==> src/rtl/sr_pkg.sv <==
// Shared definitions for the state_ram write path.
// Contents:
//   SR_AW / SR_DW  state_ram address and data widths (one char cell per word)
//   arb_state_t    write-arbiter FSM state encoding
package sr_pkg;

  localparam int SR_AW = 10;
  localparam int SR_DW = 16;

  typedef enum logic {
    ARB_IDLE  = 1'b0,
    ARB_BURST = 1'b1
  } arb_state_t;

endpackage

==> src/rtl/sr_write_arbiter_rr_pick.sv <==
// rr_pick: combinational round-robin picker.
// Returns the first asserted request after the pointer. The search order is
// ptr+1, ptr+2, ..., ptr+N_REQ (mod N_REQ), so the pointed-at requester is
// checked last.
// Ports:
//   i_valid   request vector
//   i_ptr     index of the most recently served requester
//   o_onehot  one-hot winner (0 when nothing requests)
//   o_idx     binary index of the winner
//   o_any     at least one request present
module rr_pick #(
  parameter int N_REQ = 4,
  parameter int IW    = $clog2(N_REQ)
) (
  input  logic [N_REQ-1:0] i_valid,
  input  logic [IW-1:0]    i_ptr,
  output logic [N_REQ-1:0] o_onehot,
  output logic [IW-1:0]    o_idx,
  output logic             o_any
);

  logic [N_REQ-1:0] onehot_s;
  logic [IW-1:0]    idx_s;
  logic [IW-1:0]    cand_s;
  logic             any_s;

  // Search the rotation order; the first valid candidate wins.
  always_comb begin
    onehot_s = '0;
    idx_s    = '0;
    cand_s   = '0;
    any_s    = 1'b0;
    for (int off = 1; off <= N_REQ; off++) begin
      cand_s = IW'((int'(i_ptr) + off) % N_REQ);
      if (!any_s && i_valid[cand_s]) begin
        onehot_s[cand_s] = 1'b1;
        idx_s            = cand_s;
        any_s            = 1'b1;
      end else begin
      end
    end
  end

  assign o_onehot = onehot_s;
  assign o_idx    = idx_s;
  assign o_any    = any_s;

endmodule

==> src/rtl/sr_write_arbiter.sv <==
// sr_write_arbiter: shares the single state_ram write port among N_REQ producers.
// Writes happen only while the synchronised offscreen flag is high, so the
// renderer never scans a half-updated string. Requesters are served round-robin.
// The owner keeps the port until its last beat, so a string always lands as one
// unit.
// Ports:
//   i_clk_50m, i_rst_n      clock; synchronous active-low reset
//   i_offscreen             blanking flag, asynchronous to i_clk_50m
//   i_req_valid/last        per-requester beat valid / final beat of a burst
//   i_req_addr/data         packed per-requester beat, requester k at [k*W +: W]
//   o_req_ready             beat accepted when valid & ready
//   o_grant                 one-hot current owner, 0 while arbitrating
//   o_sr_we/waddr/din       registered state_ram write port (1 cycle after the handshake)
//   o_window                synchronised offscreen level
//   o_frame_tick            1-cycle pulse when o_window rises
module sr_write_arbiter
  import sr_pkg::*;
#(
  parameter int N_REQ       = 4,
  parameter int AW          = SR_AW,
  parameter int DW          = SR_DW,
  parameter int SYNC_STAGES = 2
) (
  input  logic                i_clk_50m,
  input  logic                i_rst_n,
  input  logic                i_offscreen,
  input  logic [N_REQ-1:0]    i_req_valid,
  input  logic [N_REQ-1:0]    i_req_last,
  input  logic [N_REQ*AW-1:0] i_req_addr,
  input  logic [N_REQ*DW-1:0] i_req_data,
  output logic [N_REQ-1:0]    o_req_ready,
  output logic [N_REQ-1:0]    o_grant,
  output logic                o_sr_we,
  output logic [AW-1:0]       o_sr_waddr,
  output logic [DW-1:0]       o_sr_din,
  output logic                o_window,
  output logic                o_frame_tick
);

  localparam int IW = $clog2(N_REQ);

  logic [SYNC_STAGES-1:0] sync_r;
  logic                   frame_tick_r;
  arb_state_t             state_r;
  arb_state_t             state_nxt_s;
  logic [N_REQ-1:0]       grant_r;
  logic [IW-1:0]          owner_r;
  logic [IW-1:0]          ptr_r;
  logic                   we_r;
  logic [AW-1:0]          waddr_r;
  logic [DW-1:0]          din_r;

  logic [N_REQ-1:0]       pick_onehot_s;
  logic [IW-1:0]          pick_idx_s;
  logic                   pick_any_s;
  logic                   window_s;
  logic                   arb_go_s;
  logic                   hs_s;
  logic                   last_beat_s;
  logic [AW-1:0]          addr_arr_s [N_REQ];
  logic [DW-1:0]          data_arr_s [N_REQ];

  for (genvar k = 0; k < N_REQ; k++) begin : g_unpack
    assign addr_arr_s[k] = i_req_addr[k*AW +: AW];
    assign data_arr_s[k] = i_req_data[k*DW +: DW];
  end

  rr_pick #(.N_REQ(N_REQ), .IW(IW)) u_rr_pick (
    .i_valid  (i_req_valid),
    .i_ptr    (ptr_r),
    .o_onehot (pick_onehot_s),
    .o_idx    (pick_idx_s),
    .o_any    (pick_any_s)
  );

  assign window_s    = sync_r[SYNC_STAGES-1];
  // grant_r is zero outside BURST, so ready is only ever offered to the owner.
  assign o_req_ready = grant_r & {N_REQ{window_s}};
  assign hs_s        = |(i_req_valid & o_req_ready);
  assign last_beat_s = i_req_last[owner_r];
  assign arb_go_s    = window_s & pick_any_s;

  // Offscreen synchroniser; the tick compares the two last stages one cycle
  // early so that it comes out of a flop aligned with the first high o_window.
  always_ff @(posedge i_clk_50m) begin
    if (!i_rst_n) begin
      sync_r       <= '0;
      frame_tick_r <= 1'b0;
    end else begin
      sync_r       <= {sync_r[SYNC_STAGES-2:0], i_offscreen};
      frame_tick_r <= sync_r[SYNC_STAGES-2] & ~sync_r[SYNC_STAGES-1];
    end
  end

  // FSM state register.
  always_ff @(posedge i_clk_50m) begin
    if (!i_rst_n) begin
      state_r <= ARB_IDLE;
    end else begin
      state_r <= state_nxt_s;
    end
  end

  // FSM next state: arbitrate in IDLE, hold the port until the owner's last beat.
  always_comb begin
    state_nxt_s = state_r;
    case (state_r)
      ARB_IDLE: begin
        if (arb_go_s) begin
          state_nxt_s = ARB_BURST;
        end else begin
          state_nxt_s = ARB_IDLE;
        end
      end
      ARB_BURST: begin
        if (hs_s && last_beat_s) begin
          state_nxt_s = ARB_IDLE;
        end else begin
          state_nxt_s = ARB_BURST;
        end
      end
      default: state_nxt_s = ARB_IDLE;
    endcase
  end

  // Grant, owner index and round-robin pointer. The pointer moves only when a
  // burst completes, which makes the rotation strict under full load.
  always_ff @(posedge i_clk_50m) begin
    if (!i_rst_n) begin
      grant_r <= '0;
      owner_r <= '0;
      ptr_r   <= IW'(N_REQ - 1);
    end else begin
      case (state_r)
        ARB_IDLE: begin
          if (arb_go_s) begin
            grant_r <= pick_onehot_s;
            owner_r <= pick_idx_s;
          end
        end
        ARB_BURST: begin
          if (hs_s && last_beat_s) begin
            ptr_r   <= owner_r;
            grant_r <= '0;
          end
        end
        default: grant_r <= '0;
      endcase
    end
  end

  // Write-port register: one write per accepted beat, address/data hold otherwise.
  always_ff @(posedge i_clk_50m) begin
    if (!i_rst_n) begin
      we_r    <= 1'b0;
      waddr_r <= '0;
      din_r   <= '0;
    end else begin
      we_r <= hs_s;
      if (hs_s) begin
        waddr_r <= addr_arr_s[owner_r];
        din_r   <= data_arr_s[owner_r];
      end
    end
  end

  assign o_grant      = grant_r;
  assign o_sr_we      = we_r;
  assign o_sr_waddr   = waddr_r;
  assign o_sr_din     = din_r;
  assign o_window     = window_s;
  assign o_frame_tick = frame_tick_r;

endmodule

==> config.mk <==
export PLATFORM = sky130hd
export DESIGN_NAME = sr_write_arbiter
export DESIGN_NICKNAME = d
export VERILOG_FILES = /design/src/rtl/sr_pkg.sv /design/src/rtl/sr_write_arbiter_rr_pick.sv /design/src/rtl/sr_write_arbiter.sv
export SDC_FILE = /design/constraint.sdc
export NUM_CORES = 1
export LEC_CHECK = 0
export BUFFER_PORTS_ARGS = -buffer_cell sky130_fd_sc_hd__buf_2
export CAP_MARGIN = 20
export CELL_PAD_IN_SITES_DETAIL_PLACEMENT = 1
export CELL_PAD_IN_SITES_GLOBAL_PLACEMENT = 1
export CORE_MARGIN = 8
export CORE_UTILIZATION = 29
export DETAILED_ROUTE_END_ITERATION = 8
export PLACE_DENSITY_LB_ADDON = 0.25
export SYNTH_ARGS = -nofsm -noshare
export SYNTH_HDL_FRONTEND = slang
export SYNTH_HIERARCHICAL = 1
export SYNTH_SLANG_ARGS = --single-unit
==> constraint.sdc <==
create_clock -name i_clk_50m -period 2.2 [get_ports i_clk_50m]
set_clock_uncertainty 0.15 [all_clocks]
set_input_delay 0.22 -clock i_clk_50m [delete_from_list [all_inputs] [get_ports i_clk_50m]]
set_output_delay 0.22 -clock i_clk_50m [all_outputs]
set_load 0.01 [all_outputs]
# ---- Yosys cells after proc, flatten, opt, wreduce, memory -nomap -nowiden
# Index checks and enable logic that the tools add are counted.
dict set report classes {
  n_mux 42
  bitwise_logic 10
  reduce_logical 15
  magnitude_cmp 10
  n_addsub 4
  n_eq_ne 2
}
# cell n
set ops {}
lappend ops {{16-bit binary-select mux with 2-bit select} 1}
lappend ops {{16-bit two-way mux} 2}
lappend ops {{4-bit two-way mux} 6}
lappend ops {{10-bit binary-select mux with 2-bit select} 1}
lappend ops {{10-bit two-way mux} 2}
lappend ops {{2-bit by 3-bit less-than comparator with 1-bit output (second input constant)} 5}
lappend ops {{1-bit two-way mux} 15}
lappend ops {{4-bit OR} 3}
lappend ops {{1-bit binary-select mux with 2-bit select} 5}
lappend ops {{4-bit AND} 2}
lappend ops {{1-bit demux with 2-bit select} 4}
lappend ops {{2-bit by 1-bit >= comparator with 1-bit output (second input constant)} 4}
lappend ops {{1-bit logical AND} 8}
lappend ops {{2-bit two-way mux} 4}
lappend ops {{4-bit case mux with 2 select lines} 1}
lappend ops {{2-bit AND reduction} 3}
lappend ops {{2-bit by 1-bit adder with 2-bit output (second input constant)} 2}
lappend ops {{2-bit adder (second input constant)} 2}
lappend ops {{4-bit OR reduction} 1}
lappend ops {{3-bit >= comparator (second input constant)} 1}
lappend ops {{1-bit logical NOT} 3}
lappend ops {{2-bit inverter with 3-bit output} 1}
lappend ops {{1-bit AND} 2}
lappend ops {{2-bit by 1-bit != test with 1-bit output (second input constant)} 1}
lappend ops {{3 further kinds} 4}
dict set report totals {
  regBits 39
  in_bits 115
  output_inout_bits 37
}

# ---- Depth between registers and ports, before layout
# Gate-level depths: netlist of the first run.
dict set report depth {
  depth_word 16
  ltp_mapped 10
  mapped_depth_nobuf 8
}

# ---- By module
# Netlist of the first run, hierarchy kept.
# module instances seq_area_each_um2 cells_each area_each_um2
set by_module_without_submodules {}
lappend by_module_without_submodules {sr_write_arbiter 1 780.7 206 2192.1}
lappend by_module_without_submodules {rr_pick 1 0.0 68 525.5}

# ---- Worst setup path before layout of the first run
# Ideal clock, no wire load.
dict set report synth_timing {
  kind {register to register}
  from {reg ptr_r[0]}
  to {reg grant_r[1], in the netlist o_grant[1]}
  setup_ps 126
  n_path_buf 2
  setup_slack_ps 35
  stages_incl_launch_ff 10
  t_arrival_ps 1889
  period_less_slack_ps 2165
  t_required_ps 1924
  path_cell_list {dfxtp_1 > buf_4 > inv_2 > ha_1 > buf_6 > mux2i_4 > o21ai_1 > a221o_1 > nand3_1 > o21ai_0}
}
dict set report synth_via {
  word_cells_on_any_way 54
}
# item line_no
set synth_rtl {}
lappend synth_rtl {{from (decl)} sr_write_arbiter.sv:48} ;# logic [IW-1:0] ptr_r;
lappend synth_rtl {{from (signal assigned)} sr_write_arbiter.sv:132} ;# ptr_r <= IW'(N_REQ - 1);
lappend synth_rtl {{from (signal assigned)} sr_write_arbiter.sv:143} ;# ptr_r <= owner_r;
lappend synth_rtl {{branches (longest 12 deep; another with 2-bit by 3-bit less-than comparator with 1-bit output)} --}
lappend synth_rtl {{4-bit two-way mux (*)} sr_write_arbiter_rr_pick.sv:35} ;# if (!any_s && i_valid[cand_s]) begin
lappend synth_rtl {{net pick_onehot_s[1]} sr_write_arbiter.sv:53} ;# logic [N_REQ-1:0] pick_onehot_s;
lappend synth_rtl {{4-bit two-way mux (*)} sr_write_arbiter.sv:136} ;# if (arb_go_s) begin
lappend synth_rtl {{4-bit case mux with 2 select lines (*)} sr_write_arbiter.sv:134} ;# case (state_r)
lappend synth_rtl {{to (signal assigned)} sr_write_arbiter.sv:137} ;# grant_r <= pick_onehot_s;
lappend synth_rtl {{to (decl)} sr_write_arbiter.sv:46} ;# logic [N_REQ-1:0] grant_r;
# Mark *: on every way through the listed nets, which the timed path passes. The select of a mux whose other input is x is not followed.
# A chain may end at the register's enable or synchronous reset.

# ---- Worst setup path after layout of the first run
dict set report layout_timing {
  from {reg ptr_r[0]}
  to {reg owner_r[0]}
}
dict set report layout_via {
  word_cells_on_any_way 28
}
# item line_no
set layout_rtl {}
lappend layout_rtl {{2-bit by 1-bit adder with 2-bit output} sr_write_arbiter_rr_pick.sv:34} ;# cand_s = IW'((int'(i_ptr) + off) % N_REQ);
lappend layout_rtl {{1-bit binary-select mux with 2-bit select} sr_write_arbiter_rr_pick.sv:35}
lappend layout_rtl {{1-bit two-way mux (not written as such)} sr_write_arbiter_rr_pick.sv:35}
lappend layout_rtl {{1-bit two-way mux} sr_write_arbiter_rr_pick.sv:35}
lappend layout_rtl {{1-bit logical NOT} sr_write_arbiter_rr_pick.sv:35}
lappend layout_rtl {{1-bit logical AND} sr_write_arbiter_rr_pick.sv:35}
lappend layout_rtl {{1-bit two-way mux} sr_write_arbiter_rr_pick.sv:35}
lappend layout_rtl {{1-bit logical NOT} sr_write_arbiter_rr_pick.sv:35}
lappend layout_rtl {{1-bit logical AND} sr_write_arbiter_rr_pick.sv:35}
lappend layout_rtl {{1-bit two-way mux} sr_write_arbiter_rr_pick.sv:35}
lappend layout_rtl {{1-bit logical NOT} sr_write_arbiter_rr_pick.sv:35}
lappend layout_rtl {{1-bit logical AND} sr_write_arbiter_rr_pick.sv:35}
lappend layout_rtl {{2-bit two-way mux (*)} sr_write_arbiter_rr_pick.sv:35}
lappend layout_rtl {{net pick_idx_s[0]} sr_write_arbiter.sv:54} ;# logic [IW-1:0] pick_idx_s;
lappend layout_rtl {{to (signal assigned)} sr_write_arbiter.sv:138} ;# owner_r <= pick_idx_s;
lappend layout_rtl {{to (decl)} sr_write_arbiter.sv:47} ;# logic [IW-1:0] owner_r;
# The timed path passes the listed nets; every way through them passes the cells marked *. The select of a mux whose other input is x is not followed.

==> impl_metrics.py, run 1 <==
metrics = {
    "floorplanning": {
        "num_io_pins": 152,
        "std_cell_rows": 35,
        "dieWidth_um": 112.8,
        "core_um2": 9153,
        "die_area_um2": 12730,
        "die_h_um": 112.8,
        "start_util": 0.2969,
    },
    "detailed_routing": {
        "avgViaCountPerCell": 4.946,
        "drc": 0,
        "final_antenna_net_count": 0,
        "firstDrtPassIters": 4,
        "drt_iter0_drc": 67,
        "num_vias": 2646,
        "wl_um": 9522,
        "wl_per_cell_um": 17.80,
    },
    "clock_network": {
        "htreeDepth": 2,
        "clock-sinks": 39,
        "cts.clk_slew.worst_paths_ns": 0.08,
        "numCtsBuffers": 5,
        "cts_root_buf": "clkbuf_8",
        "cts_tree": "built",
        "clk_latency_ns": 0.29,
        "cts_buffer_depth": 2,
        "postCtsSetupBuffers": 0,
    },
    "sta": {
        "slew_viol_final": 0,
        "timing.fmax_mhz": 487.4,
        "period_share": 0.9325,
        "whs_ns": 0.2472,
        "grt_setup_unrepaired": "false",
        "maxSlewHeadroom": 0.6800,
        "hold_viol_final": 0,
        "period_minus_slack_ns": 2.052,
        "tightest_slew_ns": 0.4800,
        "setup_viol": 0,
        "finalSetupTns_ns": 0,
    },
    "global_routing": {
        "overflow": 0,
        "grtUsageTotal": 0.1454,
        "antenna_found_initial": 0,
        "grt_max_degree": 31,
        "grt_pass1_vias": 2854,
        "grt_pass1_wl_um": 15060,
    },
    "min_path": {
        "min_path_cells": 4,
        "hold_path_class": "primary input to flop",
    },
    "synth": {
        "avgSynthCellArea_um2": 9.918,
        "synthesis.area_um2": 2718,
        "synth_nets": 397,
        "synth_seq_cells": 39,
        "async_reset_ff_frac": 0,
        "synth_top_area_frac": 0.2873,
        "yosysTopAreaCell": "dfxtp_1",
        "yosysSeqAreaShare": 0.2873,
        "synth_edf_count": 0,
        "synth.distinct_cells": 48,
        "synth_warnings": 6,
        "synthFlopType": "dfxtp_1",
        "syn_inst": 274,
        "synth_area_leaders": "dfxtp_1 29%, mux4_2 21%, nand2_1 9.5%",
    },
    "layout": {
        "syn2layout_area_growth_pct": 36.10,
        "nets": 546,
        "drive_gt1_frac": 0.4953,
        "diodes": 0,
        "stdcell_area_um2": 3699,
    },
    "setup_path": {
        "arrival_ns": 2.12,
        "worstRegToRegCells": 8,
        "cp-start-kind": "flop",
        "critPathRequiredTime_ns": 2.27,
        "critPathCaptureType": "flop",
        "cp_max_fo": 16,
        "path_class": "flop to flop",
    },
    "place": {
        "post_dp_cell_area_um2": 3565,
        "port_buffers": 151,
        "place_hpwl_um": 7746,
        "place.gp.congestion": 0.8659,
    },
    "pwr": {
        "peakVddDrop_v": 0.0002287,
        "cellLeakagePower_nw": 1.604,
        "p_per_area_nw_per_um2": 436.8,
    },
    "job": {
        "max_cap_viol_count": 0,
    },
    "outcome": {
        "status": "finished, final reports clean",
    },
}
-- through the flow --
stage | util | std cells | setup WS [ns] | power, mW
floorplan | - | 274 | 0.03506 | 0.8712
global placement | 0.3895 | 526 | 0.1776 | 0.9958
detailed placement | 0.3895 | 526 | 0.1114 | 1.002
CTS | 0.4034 | 535 | 0.09221 | 1.639
global route | 0.4041 | 535 | 0.01302 | 1.692
finish | 0.4041 | 535 | 0.1484 | 1.615
-- critical path, stage by stage, from the launching register on --
cell	delay, ns
dfxtp_1	0.36
buf_6	0.18
mux4_2	0.63
a21oi_2	0.17
nor3_1	0.06
nor2_2	0.09
o31a_1	0.14
nand2_1	0.04
a21boi_0	0.15
-- routing by layer --
layer,up-vias,global-route usage,share of wire
met3,6,0.03674,0.064
met1,1267,0.1553,0.39
met5,-,0,0
met4,0,0.03507,0.012
met2,85,0.2773,0.53
li1,1288,-,-
-- cell families after synthesis --
kind of cell	synth area share
DFF	0.2873
muxes	0.2592
AOI/OAI and AO/OA	0.1800
buffers and inverters	0.06307
adders and majority gates	0.03683
and+or+nand+nor	0.1736
-- flip-flops by register name, summed over array words and instances (netlist names) --
register      flops
o_sr_din         16
o_sr_we           1
state_r           1
ptr_r             2
owner_r           2
o_sr_waddr       10
o_frame_tick      1
sync_r            2
o_grant           4
-- cells in the mapped netlist (4+ instances only) --
cell       n
a21boi_0  10
and2_1     7
ha_1       8
nor2b_1    6
buf_2      4
o21ai_1    5
a21boi_1  20
mux4_2    25
a221o_1    4
clkbuf_1   7
o21ai_0    6
mux2i_1    4
nand3_1    9
nor2_1     6
nand2_1   69
buf_6      6
dfxtp_1   39
-- timing repair --
action                                 in CTS  in global routing
endpoints found under the hold margin       1                  0
gates resized for setup                     0                  2
setup endpoints to repair                   0                  5
hold buffers                                1                  0
-- layout make-up --
type / instances / area, um^2
fillers: 1093 / 5454
well taps: 111 / 138.9
repair buffers: 163 / 877.1
flip-flops and latches: 39 / 782.0
inverters: 4 / 15.01
clock inverters: 2 / 35.03
multi-input cells: 210 / 1768
clock buffers: 6 / 82.58
-- power breakdown --
part / leakage [nW] / internal, mW / total [mW] / switching (mW)
Combinational: 1.23 / 0.157 / 0.262 / 0.105
Sequential: 0.316 / 0.713 / 0.721 / 0.00860
Clock: 0.0612 / 0.367 / 0.632 / 0.265
-- path summary, 6_finish.rpt --
check,start,to,slack [ns]
setup / recovery,ptr_r[0],owner_r[0],0.15
hold / removal,i_req_data[5],o_sr_din[5],0.25
setup reg to reg,ptr_r[0],owner_r[0],0.15
hold reg to reg,o_sr_waddr[6],o_sr_waddr[6],0.30
-- cells in the final DEF (no fill, tap or decap), types with 4 or more instances in the layout --
cell type  instances
mux4_2            25
o21ai_1            5
ha_1               7
nor2b_1            6
mux2i_1            4
nor2_1             6
buf_2            151
a21boi_0          10
clkbuf_8           6
nand3_1            9
a221o_1            4
a21boi_1          20
and2_1             7
dfxtp_1           38
nand2_1           69
o21ai_0            6
buf_4              8
Power figures use the tool's default switching activity.
==> run 2, diff against run 1 <==
--- a/config.mk
+++ b/config.mk
@@ -9,7 +9,7 @@
 export CAP_MARGIN = 20
 export CELL_PAD_IN_SITES_DETAIL_PLACEMENT = 1
 export CELL_PAD_IN_SITES_GLOBAL_PLACEMENT = 1
-export CORE_MARGIN = 8
+export CORE_MARGIN = 1
 export CORE_UTILIZATION = 29
 export DETAILED_ROUTE_END_ITERATION = 8
 export PLACE_DENSITY_LB_ADDON = 0.25
==> impl_metrics.py, run 2 (synthesis gave the netlist of run 1 again) <==
metrics = {
    "outcome": {
        "status": "finished, final reports clean",
    },
    "sta": {
        "grt_setup_unrepaired": "false",
        "whs_ns": 0.2505,
        "slew_viol_final": 0,
        "maxSlewHeadroom": 0.5589,
        "timing.fmax_mhz": 486.3,
        "setup_slack_ns": 0.1438,
        "period_share": 0.9346,
        "setup_viol": 0,
        "tightest_slew_ns": 0.6617,
        "period_minus_slack_ns": 2.056,
        "finalSetupTns_ns": 0,
        "hold_viol_final": 0,
    },
    "clock_network": {
        "cts_buffer_depth": 2,
        "clock-sinks": 39,
        "clk_latency_ns": 0.28,
        "numCtsBuffers": 5,
        "htreeDepth": 2,
        "cts_tree": "built",
        "cts_root_buf": "clkbuf_8",
        "cts.clk_slew.worst_paths_ns": 0.08,
    },
    "global_routing": {
        "grt_util_met2": 0.3125,
        "grt_pass1_wl_um": 13130,
        "overflow": 0,
        "grt_max_degree": 45,
        "grtUsageTotal": 0.1698,
        "grt.busiest_layer": "met2",
        "antenna_found_initial": 0,
        "grt_pass1_vias": 2642,
        "use_met3": 0.03617,
        "met1_usage": 0.2000,
    },
    "setup_path": {
        "max_stage_delay_ns": 0.36,
        "cpMaxStageDelayCell": "dfxtp_2",
        "crit_chain": "buf_4 > or3b_1 > o21ai_1 > a21oi_1 > o22ai_2 > o22a_1 > nand2_1 > a21boi_0",
        "cp_max_fo": 12,
        "critPathCaptureType": "flop",
        "path_class": "flop to flop",
        "arrival_ns": 2.12,
        "cp-start-kind": "flop",
        "critPathRequiredTime_ns": 2.26,
        "path_delay_family": "compound AO/OA/AOI/OAI gates",
        "crit_buf_inv": 1,
    },
    "layout": {
        "n_fill_cell": 1096,
        "largest_register_ffs": 16,
        "layout_commonest_cell": "buf_2",
        "nets": 544,
        "drive_gt1_frac": 0.4953,
        "diodes": 0,
        "most-common-layout-cells": "151 x buf_2, 69 x nand2_1, 37 x dfxtp_1, 25 x mux4_2, 20 x a21boi_1",
        "syn2layout_area_growth_pct": 35.91,
        "final_cells": 530,
    },
    "detailed_routing": {
        "wl_um": 8404,
        "firstDrtPassIters": 4,
        "drc": 0,
        "drt_iter0_drc": 53,
        "final_antenna_net_count": 0,
        "wl_per_cell_um": 15.86,
        "num_vias": 2674,
        "avgViaCountPerCell": 5.045,
    },
    "job": {
        "max_cap_viol_count": 0,
    },
    "place": {
        "place_ws_ns": 0.02671,
        "port_buffers": 151,
        "place.gp.congestion": 0.9230,
        "place_hpwl_um": 6546,
        "place_inst": 521,
    },
    "floorplanning": {
        "die_h_um": 98.81,
        "core_um2": 8891,
        "std_cell_rows": 34,
        "start_util": 0.3057,
        "die_area_um2": 9762,
        "dieWidth_um": 98.81,
        "num_io_pins": 152,
    },
    "pwr": {
        "power.sequential.fraction": 0.426,
        "pwr-share-clk": 0.421,
        "cellLeakagePower_nw": 1.583,
        "p_int_mw": 1.322,
        "p_per_area_nw_per_um2": 458.4,
        "comb_power_share": 0.153,
        "peakVddDrop_v": 0.0003158,
        "p_sw_mw": 0.3708,
        "switching_share": 0.2190,
        "power_mw": 1.693,
    },
    "min_path": {
        "hold_path_class": "primary input to flop",
    },
}
[run 2: cell types whose count changed in the layout (fill, tap and decap cells not counted), sizes merged]
cell	before	now
buf	162	160
bufinv	1	2
clkinv	1	0
[run 2: per-layer routing]
layer / part of all wire / wire length (um)
met3: 0.065 / 549
met4: 0.0083 / 70
met2: 0.51 / 4255
met1: 0.42 / 3529
met5: 0 / 0
[run 2: path summary, 6_finish.rpt]
kind	start	end	slack, ns	depth (start not counted)
max reg2reg	ptr_r[0]	owner_r[1]	0.14	8
min reg2reg	o_sr_din[15]	o_sr_din[15]	0.30	2
max	ptr_r[0]	owner_r[1]	0.14	8
min	i_req_data[8]	o_sr_din[8]	0.25	4
[run 2: stage by stage]
step	util	area, um^2
finish	0.4154	3694
CTS	0.4135	3676
global placement	0.3974	3533
floorplan	-	2718
global route	0.4154	3694
detailed placement	0.3974	3533
[run 2: worst min-delay path, cell delays in order]
cell	delay (ns)
buf_2	0.07
mux4_2	0.21
nand2_1	0.04
a21boi_1	0.10
[run 2: timing repair]
item | in CTS | in global routing
hold buffers | 1 | 0
resized for setup | 0 | 4
setup buffers | 0 | 0
endpoints found under the setup margin | 0 | 5
endpoints found under the hold margin | 1 | 0
[run 2: layout make-up]
class,count,area [um^2],share of cell area
clock buffers,6,72.57,0.01965
clock inverters,2,60.06,0.01626
inverters,4,15.01,0.004065
multi-input cells,210,1782,0.4824
flip-flops and latches,39,783.3,0.2121
well taps,108,135.1,0.03659
repair buffers,161,845.8,0.2290
[run 2: power groups by stage]
stage	sequential (mW)	clock, mW	combinational (mW)
5_1_grt	0.723	0.772	0.283
3_3_place_gp	0.739	0	0.254
2_1_floorplan	0.736	0	0.135
6_report	0.722	0.712	0.259
4_1_cts	0.722	0.737	0.263
3_5_place_dp	0.739	0	0.260
